### config.mk
export PLATFORM = sky130hd
export DESIGN_NAME = serial_sub_unit
export DESIGN_NICKNAME = d
export VERILOG_FILES = /design/src/rtl/serial_sub_unit.sv
export SDC_FILE = /design/constraint.sdc
export NUM_CORES = 1
export LEC_CHECK = 0
export CORE_UTILIZATION = 23
export DETAILED_ROUTE_END_ITERATION = 10
export DONT_BUFFER_PORTS = 1
export PLACE_DENSITY = 0.46
export SLEW_MARGIN = 10
export SYNTH_ARGS = -nofsm -noshare
export SYNTH_HDL_FRONTEND = slang
export SYNTH_SLANG_ARGS = --single-unit
### constraint.sdc
create_clock -name clk -period 1.6 [get_ports clk]
set_clock_uncertainty 0.15 [all_clocks]
set_input_delay 0.08 -clock clk [delete_from_list [all_inputs] [get_ports clk]]
set_output_delay 0.08 -clock clk [all_outputs]
set_load 0.02 [all_outputs]
### src/rtl/serial_sub_unit.sv
`default_nettype none
// ============================================================================
// Module      : serial_sub_unit
// Description : Bit-serial ripple-borrow subtractor, diff = a - b - bin.
//               One full-subtractor cell is used once per clock, LSB first.
//               Optional signed-overflow output: define SERIAL_SUB_OVF_EN.
// Revision    : 1.0 - initial release
// ============================================================================
module serial_sub_unit #(
   parameter int WIDTH = 8
) (
   input  logic             clk,
   input  logic             rst_n,
   input  logic             in_valid,
   output logic             in_ready,
   input  logic [WIDTH-1:0] a,
   input  logic [WIDTH-1:0] b,
   input  logic             bin,
   output logic             out_valid,
   input  logic             out_ready,
   output logic [WIDTH-1:0] diff,
   output logic             bout
`ifdef SERIAL_SUB_OVF_EN
   ,
   output logic             ovf
`endif
);

   localparam int CW = (WIDTH > 1) ? $clog2(WIDTH) : 1;

   typedef enum logic [1:0] {
      S_IDLE = 2'd0,
      S_RUN  = 2'd1,
      S_HOLD = 2'd2
   } state_t;

   state_t           r_state;
   logic [WIDTH-1:0] r_a;
   logic [WIDTH-1:0] r_b;
   logic             r_br;
   logic [CW-1:0]    r_cnt;
   logic [WIDTH-1:0] r_diff;
   logic             r_bout;
   logic             r_in_ready;
   logic             r_out_valid;
`ifdef SERIAL_SUB_OVF_EN
   logic             r_ovf;
`endif

   logic w_ai;
   logic w_bi;
   logic w_d;
   logic w_br_nxt;
   logic w_last;

   // Operands shift right so the current bit is always at position 0.
   assign w_ai     = r_a[0];
   assign w_bi     = r_b[0];
   assign w_d      = w_ai ^ w_bi ^ r_br;
   assign w_br_nxt = (~w_ai & w_bi) | (~(w_ai ^ w_bi) & r_br);
   assign w_last   = (r_cnt == CW'(WIDTH - 1));

   always_ff @(posedge clk or negedge rst_n) begin
      if (!rst_n) begin
         r_state     <= S_IDLE;
         r_a         <= '0;
         r_b         <= '0;
         r_br        <= 1'b0;
         r_cnt       <= '0;
         r_diff      <= '0;
         r_bout      <= 1'b0;
         r_in_ready  <= 1'b1;
         r_out_valid <= 1'b0;
`ifdef SERIAL_SUB_OVF_EN
         r_ovf       <= 1'b0;
`endif
      end else begin
         case (r_state)
            S_IDLE: begin
               if (in_valid) begin
                  r_a        <= a;
                  r_b        <= b;
                  r_br       <= bin;
                  r_cnt      <= '0;
                  r_in_ready <= 1'b0;
                  r_state    <= S_RUN;
               end
            end
            S_RUN: begin
               r_a    <= r_a >> 1;
               r_b    <= r_b >> 1;
               r_br   <= w_br_nxt;
               r_diff <= {w_d, r_diff[WIDTH-1:1]};
               r_cnt  <= r_cnt + CW'(1);
               if (w_last) begin
                  r_bout      <= w_br_nxt;
                  r_out_valid <= 1'b1;
                  r_state     <= S_HOLD;
`ifdef SERIAL_SUB_OVF_EN
                  // r_br still holds the borrow into the MSB here.
                  r_ovf       <= r_br ^ w_br_nxt;
`endif
               end
            end
            S_HOLD: begin
               if (out_ready) begin
                  r_out_valid <= 1'b0;
                  r_in_ready  <= 1'b1;
                  r_state     <= S_IDLE;
               end
            end
            default: begin
               r_out_valid <= 1'b0;
               r_in_ready  <= 1'b1;
               r_state     <= S_IDLE;
            end
         endcase
      end
   end

   assign in_ready  = r_in_ready;
   assign out_valid = r_out_valid;
   assign diff      = r_diff;
   assign bout      = r_bout;
`ifdef SERIAL_SUB_OVF_EN
   assign ovf       = r_ovf;
`endif

endmodule
`default_nettype wire
Word-level counts from Yosys, hierarchy flattened. Index checks and enable logic that the tools add are counted.

Divide/modulo/power cells: 0. Equal/unequal tests: 6. Bitwise logic cells: 9. Multiplexer cells: 18. Reductions and logical operators: 7. Add/subtract/negate cells: 1. Shift operators: 0. $mul: 0. Magnitude comparators: 0.

Operators by type and width (count): case mux 8 bit (2 select lines) (2); 2-to-1 mux 8 bit (2); AND reduction 3 bit (3); 2-to-1 mux 2 bit (3); inequality test 2 bit, second input constant (3); case mux 1 bit (3 select lines) (2); case mux 2 bit (3 select lines) (1); case mux 3 bit (2 select lines) (1); 2-to-1 mux 1 bit (5); NOT 1 bit (4); AND reduction 2 bit (2); adder 3 x 1 -> 3 bit, second input constant (1); equality test 3 bit, second input constant (1); 2-to-1 mux 3 bit (1); AND 1 bit (2); equality test 2 x 1 -> 1 bit, second input constant (1); equality test 2 bit, second input constant (1); zero test 2 bit (1); case mux 1 bit (2 select lines) (1); nonzero test 2 bit (1); bitwise XOR 1 bit (2); OR 1 bit (1).

Word-level logic and storage cells: 50. Memory bits (read-only): 0. Flip-flop bits (word level): 33. Latch bits: 0. Memories kept: 0. Bits in writable memories: 0.

Depth between registers and ports, before layout. Gate-level depths: netlist of run 1.

Depth in word-level cells: 5. Depth in mapped cells: 5. Depth with buffers taken out: 5.

Worst setup path after synthesis of run 1. OpenSTA, ideal clock, no wires.

Path kind: register to register. Start: reg r_a[0]. End: reg r_br. Period minus slack after synthesis: 1.365 ns. Library setup time: 0.111 ns. Stages on the path, launching flop included: 3. Setup slack: 0.235 ns. Data required time: 1.339 ns. Arrival: 1.104 ns. Path through: dfrtp_1 fa_1 a222oi_1.

Cells in the longest elaborated chain, start to end: 5. Elaborated cells between the ends (all ways): 7. Those cells by class: mux: 1; bitwise: 6.

RTL lines: start, declared (line 38) `logic [WIDTH-1:0] r_a;`; start signal, assigned (line 90) `r_a <= r_a >> 1;`; bitwise XOR 1 bit (line 60) `assign w_br_nxt = (~w_ai & w_bi) | (~(w_ai ^ w_bi) & r_br);`; NOT 1 bit (line 60); AND 1 bit (line 60); OR 1 bit * (line 60); case mux 1 bit (2 select lines) * (line 78) `case (r_state)`; end signal, assigned (line 83) `r_br <= bin;`; end signal, assigned (line 92) `r_br <= w_br_nxt;`; end, declared (line 40) `logic r_br;`.

Every way passes the cells marked *; elsewhere a longest branch is shown, timed or not. A chain may end at the register's enable or synchronous reset.

Worst setup path after layout of run 1. Same ends and word-level chain as after synthesis.

==> results.py, run 1 <==
metrics = {
    "clocking": {
        "cts.sinks": 33,
        "cts_max_level": 2,
        "cts_resized": 0,
        "cts_made_buffers": 5,
        "root_buffer": "sky130_fd_sc_hd__clkbuf_8",
        "clock_insertion_delay_worst_skew_ns": 0.28,
        "clock_tree_from_tritoncts": "done",
        "clock_pin_slew_of_the_registers_on_the_worst_case_setup_and_hold_paths_ns": 0.07,
        "cts_buffer_depth": 2,
        "postCtsSetupRepairBufs": 0,
        "holdBufCountCts": 21,
    },
    "yosys": {
        "synthCells": 149,
        "synth.net_count": 173,
        "synth.yosys.warnings": 0,
        "synth_area_leaders": "sky130_fd_sc_hd__dfrtp_1 (52%), sky130_fd_sc_hd__nand2_1 (7.3%), sky130_fd_sc_hd__a211oi_2 (5.7%)",
        "synth_largest_type_area_fraction_pct": 51.7,
        "avgSynthCellArea_um2": 10.4,
        "number_of_flip_flops_and_latches_in_the_synthesized_netlist": 33,
        "synth_cell_area_mm2": 0.00155,
        "sequential_fraction_of_the_synthesis_area_pct": 53.4,
        "synth_top_cell_by_area": "sky130_fd_sc_hd__dfrtp_1",
        "yosys.cell_types.count": 26,
    },
    "sta": {
        "timing_max_transition_violations_final": 0,
        "fmax_mhz": 704,
        "layout_setup_ws_ns": 0.179,
        "setup_total_negative_slack_ns": 0,
        "setup_viol_count_final": 0,
        "grt_setup_unrepaired": "false",
        "worst_slew_margin_rel_pct": 70.7,
        "worst_pin_slew_ns": 0.438,
        "period_share_pct": 88.8,
        "final-hold-violation-count": 0,
        "finalCriticalPeriod_ns": 1.42,
    },
    "detailed_routing": {
        "detail_route.drc_violations": 1,
        "drt-initial-drc-count": 41,
        "route.top_layer_used": "met4",
        "routed-wl-met3_um": 226,
        "wl_per_cell_um": 13.5,
        "avgViaCountPerCell": 4.52,
        "drt_wl_total_mm": 3.40,
        "num_vias": 1140,
        "routed-wl-met2_mm": 1.57,
        "final_antenna_net_count": 0,
        "m1WireLength_mm": 1.53,
        "first_pass_detailed_route_iteration_total": 7,
    },
    "critical_path": {
        "required_ns": 1.63,
        "start_kind": "flop",
        "cp_max_fo": 2,
        "slowest_delay_ns": 0.45,
        "worst_setup_path_class": "reg -> reg",
        "timing.reg2reg.worst_path_depth": 2,
        "ff2ff_setup_slack_ns": 0.18,
        "timing.rr.start": "r_a[0]",
        "top_cell_family_by_delay_on_the_critical_path": "adder cells",
        "worst_r2r_endpoint": "r_br",
        "critical_path.slowest_cell": "sky130_fd_sc_hd__fa_1",
        "cp.arrival_ns": 1.45,
        "critical_path_cell_count": 2,
        "critical_path.cell_chain": "fa_1 > a222oi_1",
        "critPathCaptureType": "flop",
        "buf_inv_on_cp": 0,
    },
    "pwr": {
        "finalPower_w": 0.00367,
        "power.share.switching_pct": 37.9,
        "logic_pwr_share_pct": 36.0,
        "clock_share_of_power_pct": 18.8,
        "intPower_w": 0.00228,
        "power_per_cell_area_mw_per_mm2": 1880,
        "sequentialPowerShare_pct": 45.1,
        "leakage_nw": 0.838,
        "sw_power_w": 0.00139,
        "max-vdd-ir-drop_uv": 431,
    },
    "grt": {
        "grt.overflow.total": 0,
        "antenna_violations_before_repair": 0,
        "maximum_number_of_pins_on_one_net_before_global_route_repair": 34,
        "first_global_vias": 1166,
        "track_usage_pct": 10.8,
        "global_route_wire_length_before_repair_mm": 5.90,
    },
    "layout": {
        "drive_above_1_share_pct": 18.3,
        "nNetsFinal": 198,
        "layout_area_growth_over_synthesis_pct": 26.2,
        "fin_util_pct": 30.4,
        "final_instance_count_without_filler_cells": 252,
        "layout.filler_cells": 640,
        "diodes": 0,
    },
    "place": {
        "dp.cells": 223,
        "io_buffer_count": 0,
        "gp_congestion": 0.676,
        "place_worst_setup_slack_ns": 0.183,
        "post-dp-hpwl_mm": 2.34,
    },
    "floorplanning": {
        "row_count": 29,
        "initial_utilization_pct": 24.1,
        "placeableCoreArea_mm2": 0.00642,
        "floorplan.die.height_um": 84.0,
        "die_w_um": 84.0,
        "ios": 32,
        "die_area_mm2": 0.00706,
    },
    "hold_path": {
        "min_from": "in_valid",
        "whs_endpoint": "r_state[0]",
        "holdPathStages": 2,
        "hp-class": "in -> reg",
    },
    "status": {
        "run_status": "finished with violations",
        "violations": "design-rule violations",
    },
    "run": {
        "max_cap_violations": 0,
    },
}
[per-stage QoR]
step | hold WS [ns] | instance area [um2]
final | 0.0575 | 1950
after global routing | 0.0813 | 1950
after CTS | 0.0543 | 1950
after detailed placement | -0.365 | 1630
after global placement | -0.365 | 1630
after floorplan | -0.366 | 1550
[metal layers]
layer  global-route usage, %  up-vias
li1                        -      564
met1                    12.8      547
met2                    16.6       23
met3                    4.45        6
met4                    5.64        0
met5                       0        -
[worst max-delay path by stage]
stage | from | to
after floorplan | r_a[0] | r_br
after global placement | r_a[0] | r_br
after detailed placement | r_a[0] | r_br
after CTS | r_state[0] | r_a[4]
after global routing | r_state[0] | r_a[2]
final | r_a[0] | r_br
[worst register-to-register path: stages (launching register included)]
cell and delay (ns):
sky130_fd_sc_hd__dfrtp_1 0.41, sky130_fd_sc_hd__fa_1 0.45, sky130_fd_sc_hd__a222oi_1 0.31
[flip-flops by register name (all words and copies together), names as in the netlist]
register,flops
r_state,2
bout,1
in_ready,1
r_br,1
r_cnt,3
r_b,8
out_valid,1
r_a,8
diff,8
[Yosys cell counts]
master,count
sky130_fd_sc_hd__a211oi_2,7
sky130_fd_sc_hd__a21oi_1,3
sky130_fd_sc_hd__a222oi_1,1
sky130_fd_sc_hd__a22o_1,2
sky130_fd_sc_hd__buf_2,4
sky130_fd_sc_hd__buf_4,1
sky130_fd_sc_hd__buf_6,3
sky130_fd_sc_hd__clkbuf_1,3
sky130_fd_sc_hd__dfrtp_1,32
sky130_fd_sc_hd__dfstp_2,1
sky130_fd_sc_hd__fa_1,1
sky130_fd_sc_hd__ha_1,2
sky130_fd_sc_hd__inv_1,2
sky130_fd_sc_hd__nand2_1,30
sky130_fd_sc_hd__nand2b_1,3
sky130_fd_sc_hd__nand3b_1,7
sky130_fd_sc_hd__nor2_1,16
sky130_fd_sc_hd__nor2_2,2
sky130_fd_sc_hd__nor2b_1,3
sky130_fd_sc_hd__nor3_1,8
sky130_fd_sc_hd__o21ai_0,8
sky130_fd_sc_hd__o21ba_4,1
sky130_fd_sc_hd__o21bai_1,1
sky130_fd_sc_hd__o221a_1,3
sky130_fd_sc_hd__o221a_2,4
sky130_fd_sc_hd__o31ai_1,1
[cells by family (layout without fill, tap and decap cells)]
family	count (synthesis)	after routing	synth area share [%]
buffers and inverters	13	39	5.17
AO/OA/AOI/OAI	31	31	18.1
AND/OR/NAND/NOR	69	69	20.4
flip-flops	33	33	53.4
adder cells (fa/ha/maj)	3	3	2.91
[final cells by class]
cell class / instances / area [um2] / share of cell area, %
Sequential cell: 33 / 827 / 42.3
Multi-Input combinational cell: 103 / 641 / 32.8
Timing Repair Buffer: 29 / 280 / 14.3
Clock buffer: 7 / 96.3 / 4.93
Tap cell: 77 / 96.3 / 4.93
Inverter: 2 / 7.51 / 0.384
Clock inverter: 1 / 5.00 / 0.256
[power by group through the flow]
stage               clock network (W)  registers [W]  logic, W
floorplan                           0        0.00158   0.00107
global placement                    0        0.00167   0.00124
detailed placement                  0        0.00168   0.00127
CTS                          0.000710        0.00166   0.00135
global route                 0.000751        0.00172   0.00152
finish                       0.000691        0.00166   0.00132
[cell usage in the layout, fill, tap and decap left out]
master	instances
sky130_fd_sc_hd__nand2b_1	3
sky130_fd_sc_hd__o21bai_1	1
sky130_fd_sc_hd__o21ba_4	1
sky130_fd_sc_hd__o31ai_1	1
sky130_fd_sc_hd__nand2_1	30
sky130_fd_sc_hd__o221a_1	3
sky130_fd_sc_hd__ha_1	2
sky130_fd_sc_hd__o221a_2	4
sky130_fd_sc_hd__a21oi_1	3
sky130_fd_sc_hd__a22o_1	2
sky130_fd_sc_hd__nor3_1	8
sky130_fd_sc_hd__dfstp_2	1
sky130_fd_sc_hd__nor2b_1	3
sky130_fd_sc_hd__dlygate4sd3_1	20
sky130_fd_sc_hd__clkbuf_8	7
sky130_fd_sc_hd__buf_12	1
sky130_fd_sc_hd__a222oi_1	1
sky130_fd_sc_hd__dfrtp_1	32
sky130_fd_sc_hd__nor2_1	16
sky130_fd_sc_hd__a211oi_2	7
sky130_fd_sc_hd__nor2_2	2
sky130_fd_sc_hd__fa_1	1
sky130_fd_sc_hd__inv_1	2
sky130_fd_sc_hd__nand3b_1	7
sky130_fd_sc_hd__buf_4	8
sky130_fd_sc_hd__clkinv_2	1
sky130_fd_sc_hd__o21ai_0	8
Note: power is estimated with default switching activity, not from simulation.
==> inputs of run 2 (changes only) <==
==> constraint.sdc (replaced) <==
create_clock -name clk -period 1.55 [get_ports clk]
set_clock_uncertainty 0.15 [all_clocks]
set_input_delay 0.0775 -clock clk [delete_from_list [all_inputs] [get_ports clk]]
set_output_delay 0.0775 -clock clk [all_outputs]
set_load 0.02 [all_outputs]
==> run 2 against run 1 <==
  * The flow still finishes with violations (design-rule violations)
  * First-iteration DRC count grew 68%
  * Routed wire length grew 3.0%
  * Combinational power grew 6%
  * Global-route usage grew 0.32 points
  * Hold slack lost 0.0028 ns
  * Critical endpoint unchanged
==> results.py, run 2 (synthesis gave the netlist of run 1 again) <==
metrics = {
    "critical_path": {
        "worst_setup_path_class": "reg -> reg",
        "cp_max_fo": 2,
        "cp.arrival_ns": 1.47,
        "ff2ff_setup_slack_ns": 0.10,
        "start_kind": "flop",
        "required_ns": 1.58,
        "critPathCaptureType": "flop",
    },
    "sta": {
        "worst_pin_slew_ns": 0.462,
        "finalCriticalPeriod_ns": 1.45,
        "worst_slew_margin_rel_pct": 69.1,
        "fmax_mhz": 692,
        "grt_setup_unrepaired": "false",
        "layout_setup_ws_ns": 0.104,
        "setup_viol_count_final": 0,
        "timing_max_transition_violations_final": 0,
        "hold_slack_ns": 0.0547,
        "period_share_pct": 93.3,
        "setup_total_negative_slack_ns": 0,
        "final-hold-violation-count": 0,
    },
    "layout": {
        "nNetsFinal": 199,
        "layout_area_growth_over_synthesis_pct": 25.7,
        "drive_above_1_share_pct": 17.7,
        "stdcell_area_mm2": 0.00195,
        "leading_cell_type_in_the_layout_fill_and_taps_excluded": "sky130_fd_sc_hd__dfrtp_1",
        "final_cell_mix": "sky130_fd_sc_hd__dfrtp_1 (32), sky130_fd_sc_hd__nand2_1 (30), sky130_fd_sc_hd__dlygate4sd3_1 (20)",
        "diodes": 0,
        "final_instance_count_without_filler_cells": 252,
    },
    "detailed_routing": {
        "first_pass_detailed_route_iteration_total": 7,
        "final_antenna_net_count": 0,
        "num_vias": 1135,
        "detail_route.drc_violations": 1,
        "drt_wl_total_mm": 3.51,
        "wl_per_cell_um": 13.9,
        "avgViaCountPerCell": 4.50,
        "drt-initial-drc-count": 69,
    },
    "grt": {
        "global_route_wire_length_before_repair_mm": 6.04,
        "antenna_violations_before_repair": 0,
        "track_usage_pct": 11.1,
        "grt.overflow.total": 0,
        "first_global_vias": 1259,
        "maximum_number_of_pins_on_one_net_before_global_route_repair": 34,
    },
    "pwr": {
        "max-vdd-ir-drop_uv": 442,
        "leakage_nw": 0.834,
        "power_per_cell_area_mw_per_mm2": 1930,
    },
    "place": {
        "place_worst_setup_slack_ns": 0.112,
        "post-dp-hpwl_mm": 2.42,
        "placed_cell_area_mm2": 0.00164,
        "io_buffer_count": 0,
        "dp.cells": 224,
        "gp_congestion": 0.726,
    },
    "floorplanning": {
        "placeableCoreArea_mm2": 0.00642,
        "initial_utilization_pct": 24.1,
        "floorplan.die.height_um": 84.0,
        "ios": 32,
        "row_count": 29,
        "die_w_um": 84.0,
        "die_area_mm2": 0.00706,
    },
    "clocking": {
        "holdBufCountCts": 21,
        "clock_insertion_delay_worst_skew_ns": 0.28,
        "root_buffer": "sky130_fd_sc_hd__clkbuf_8",
        "cts_resized": 0,
        "cts_made_buffers": 5,
        "cts_buffer_depth": 2,
        "postCtsSetupRepairBufs": 0,
        "cts.sinks": 33,
        "clock_tree_from_tritoncts": "done",
        "cts_max_level": 2,
        "clock_pin_slew_of_the_registers_on_the_worst_case_setup_and_hold_paths_ns": 0.06,
    },
    "run": {
        "max_cap_violations": 0,
    },
    "hold_path": {
        "hp-class": "in -> reg",
    },
    "status": {
        "run_status": "finished with violations",
        "violations": "design-rule violations",
    },
}
run 2: path summary, 6_finish.rpt:
check                      cells past startpoint  startpoint          to
setup / recovery                               2      r_a[0]        r_br
hold / removal                                 2    in_valid  r_state[0]
setup reg to reg                               2      r_a[0]        r_br
hold reg to reg                                1    r_cnt[0]    r_cnt[0]
max in group asynchronous                      2       rst_n    in_ready
min in group asynchronous                      2       rst_n     diff[3]
run 2: routing by layer:
metal	GRT usage, %	wire, um
met4	5.64	73
met3	4.45	198
met2	17.7	1650
met1	12.8	1580
met5	0	0
run 2: metrics by stage:
step / total power, W / utilization (%)
after floorplan: 0.00274 / -
after global placement: 0.00301 / 25.5
after detailed placement: 0.00306 / 25.5
after CTS: 0.00381 / 30.3
after global routing: 0.00407 / 30.3
final: 0.00376 / 30.3
run 2: worst max-delay path: stages (launching register included):
cell and delay (ns):
sky130_fd_sc_hd__dfrtp_1 0.41, sky130_fd_sc_hd__fa_1 0.46, sky130_fd_sc_hd__a222oi_1 0.32
run 2: layout make-up:
type	instances	area, um2
clock buffer	7	86.3
fill	652	4480
inverter	2	7.51
multi-input combinational	103	641
sequential	33	827
tap	77	96.3
timing repair buffer	30	288
run 2: power by group:
group          switching (W)  total [W]  internal [W]
registers           0.000434    0.00170       0.00127
logic               0.000710    0.00140      0.000694
clock network       0.000299   0.000651      0.000352
total                0.00144    0.00376       0.00232
==> inputs of run 3 (changes only) <==
--- a/config.mk
+++ b/config.mk
@@ -5,10 +5,11 @@
 export SDC_FILE = /design/constraint.sdc
 export NUM_CORES = 1
 export LEC_CHECK = 0
+export CAP_MARGIN = 30
 export CORE_UTILIZATION = 23
 export DETAILED_ROUTE_END_ITERATION = 10
 export DONT_BUFFER_PORTS = 1
-export PLACE_DENSITY = 0.46
+export PLACE_DENSITY_LB_ADDON = 0.1
 export SLEW_MARGIN = 10
 export SYNTH_ARGS = -nofsm -noshare
 export SYNTH_HDL_FRONTEND = slang
==> run 3 against run 2 <==
  * Final cell count fell by 1.2%
  * Critical path depth unchanged
  * Non-clock buffer count is 3 lower
  * Global-route usage shrank 0.087 points
  * Maximum frequency is 2.7% lower
  * Core utilization fell by 0.16 points
  * Critical endpoint unchanged
  * Clock power shrank 1%
  * First-iteration DRC count grew 4.3%
  * Sequential share of layout area rose by 0.22 points
  * Highest routed layer unchanged
  * Hold slack better by 0.0014 ns
  * Worst setup slack got worse by 0.040 ns
  * The run still ends with design-rule violations left
==> results.py, run 3 (synthesis gave the netlist of run 1 again) <==
metrics = {
    "status": {
        "run_status": "finished with violations",
        "violations": "design-rule violations",
    },
    "grt": {
        "grt_util_met3_pct": 3.96,
        "grt.overflow.total": 0,
        "groute.layer.met2.usage_pct": 14.8,
        "antenna_violations_before_repair": 0,
        "global_route_wire_length_before_repair_mm": 6.03,
        "grt_util_met1_pct": 15.7,
        "track_usage_pct": 11.0,
        "maximum_number_of_pins_on_one_net_before_global_route_repair": 34,
        "global_route.peak_usage_layer": "met1",
        "first_global_vias": 1116,
    },
    "floorplanning": {
        "row_count": 29,
        "initial_utilization_pct": 24.1,
        "placeableCoreArea_mm2": 0.00642,
        "ios": 32,
        "floorplan.die.height_um": 84.0,
        "die_area_mm2": 0.00706,
        "die_w_um": 84.0,
    },
    "place": {
        "io_buffer_count": 0,
        "post-dp-hpwl_mm": 2.35,
        "gp_congestion": 0.687,
        "place_worst_setup_slack_ns": 0.0779,
        "dp.cells": 221,
    },
    "detailed_routing": {
        "num_vias": 1146,
        "drt-initial-drc-count": 72,
        "detail_route.drc_violations": 5,
        "final_antenna_net_count": 0,
        "first_pass_detailed_route_iteration_total": 9,
        "wl_per_cell_um": 14.3,
        "avgViaCountPerCell": 4.60,
        "drt_wl_total_mm": 3.57,
    },
    "pwr": {
        "sw_power_w": 0.00143,
        "sequentialPowerShare_pct": 45.8,
        "leakage_nw": 0.821,
        "power_per_cell_area_mw_per_mm2": 1920,
        "intPower_w": 0.00229,
        "logic_pwr_share_pct": 36.9,
        "max-vdd-ir-drop_uv": 360,
        "clock_share_of_power_pct": 17.3,
        "power.share.switching_pct": 38.5,
    },
    "layout": {
        "diodes": 0,
        "leading_cell_type_in_the_layout_fill_and_taps_excluded": "sky130_fd_sc_hd__dfrtp_1",
        "multiInputGateArea_um2": 641,
        "nNetsFinal": 196,
        "final_instance_count_without_filler_cells": 249,
        "layout.filler_cells": 666,
        "drive_above_1_share_pct": 16.3,
        "sequential_cell_area_um2": 827,
        "final_cell_mix": "sky130_fd_sc_hd__dfrtp_1 (32), sky130_fd_sc_hd__nand2_1 (30), sky130_fd_sc_hd__dlygate4sd3_1 (20)",
        "layout_area_growth_over_synthesis_pct": 25.1,
    },
    "critical_path": {
        "critical_path.cell_chain": "fa_1 > a222oi_1",
        "timing.reg2reg.worst_path_depth": 2,
        "buf_inv_on_cp": 0,
        "worst_setup_path_class": "reg -> reg",
        "start_kind": "flop",
        "critPathCaptureType": "flop",
        "cp.arrival_ns": 1.50,
        "required_ns": 1.56,
        "worst_r2r_endpoint": "r_br",
        "top_cell_family_by_delay_on_the_critical_path": "adder cells",
        "critical_path.slowest_cell": "sky130_fd_sc_hd__fa_1",
        "cp_max_fo": 2,
        "timing.rr.start": "r_a[0]",
        "slowest_delay_ns": 0.47,
        "ff2ff_setup_slack_ns": 0.06,
    },
    "clocking": {
        "cts.sinks": 33,
        "cts_max_level": 2,
        "cts_made_buffers": 5,
        "postCtsSetupRepairBufs": 0,
        "cts_resized": 0,
        "clock_tree_from_tritoncts": "done",
        "cts_buffer_depth": 2,
        "root_buffer": "sky130_fd_sc_hd__clkbuf_8",
        "clock_insertion_delay_worst_skew_ns": 0.28,
        "clock_pin_slew_of_the_registers_on_the_worst_case_setup_and_hold_paths_ns": 0.07,
    },
    "sta": {
        "hold_slack_ns": 0.0561,
        "layout_setup_ws_ns": 0.0639,
        "setup_viol_count_final": 0,
        "final-hold-violation-count": 0,
        "fmax_mhz": 673,
        "timing_max_transition_violations_final": 0,
        "worst_slew_margin_rel_pct": 70.4,
        "period_share_pct": 95.9,
        "worst_pin_slew_ns": 0.443,
        "grt_setup_unrepaired": "false",
        "setup_total_negative_slack_ns": 0,
        "finalCriticalPeriod_ns": 1.49,
    },
    "hold_path": {
        "holdPathStages": 2,
        "whs_endpoint": "r_state[0]",
        "hp-class": "in -> reg",
        "min_from": "in_valid",
    },
    "run": {
        "max_cap_violations": 0,
    },
}
run 3: area by class of cell:
cell class	count	share of cell area, %
well taps	77	4.98
flip-flops and latches	33	42.7
clock buffers	7	4.46
multi-input cells	103	33.1
repair buffers	27	14.4
inverters	2	0.388
run 3: how the worst max path moves through the flow:
stage	cells past startpoint	slack [ns]	end	from
after detailed placement	2	0.08	r_br	r_a[0]
after global routing	2	0.01	r_br	r_a[0]
after global placement	2	0.12	r_br	r_a[0]
after CTS	2	0.05	r_br	r_a[0]
after floorplan	2	0.19	r_br	r_a[0]
final	2	0.06	r_br	r_a[0]
run 3: stage by stage:
step / power [W] / instance area, um2 / utilization (%)
floorplan: 0.00274 / 1550 / -
CTS: 0.00378 / 1940 / 30.1
global route: 0.00406 / 1940 / 30.1
global placement: 0.00301 / 1630 / 25.4
finish: 0.00372 / 1940 / 30.1
detailed placement: 0.00304 / 1630 / 25.4
run 3: metal layers:
layer | part of all wire [%] | wire length [um]
met1 | 48 | 1730
met2 | 43 | 1550
met3 | 6.7 | 239
met4 | 1.5 | 52
met5 | 0 | 0
run 3: worst reg2reg max path: stages, from the launching register on:
cell and delay, ns:
sky130_fd_sc_hd__dfrtp_1 0.43, sky130_fd_sc_hd__fa_1 0.47, sky130_fd_sc_hd__a222oi_1 0.33
run 3: power groups by stage:
stage | Clock (W) | Sequential, W | Combinational (W)
final | 0.000644 | 0.00170 | 0.00137
after global routing | 0.000719 | 0.00177 | 0.00157
after CTS | 0.000678 | 0.00171 | 0.00139
after detailed placement | 0 | 0.00172 | 0.00132
after global placement | 0 | 0.00172 | 0.00130
after floorplan | 0 | 0.00163 | 0.00111
run 3: what timing repair did:
action,in CTS,in global routing
hold endpoints to repair,54,0
hold buffers,21,0
setup endpoints to repair,0,0
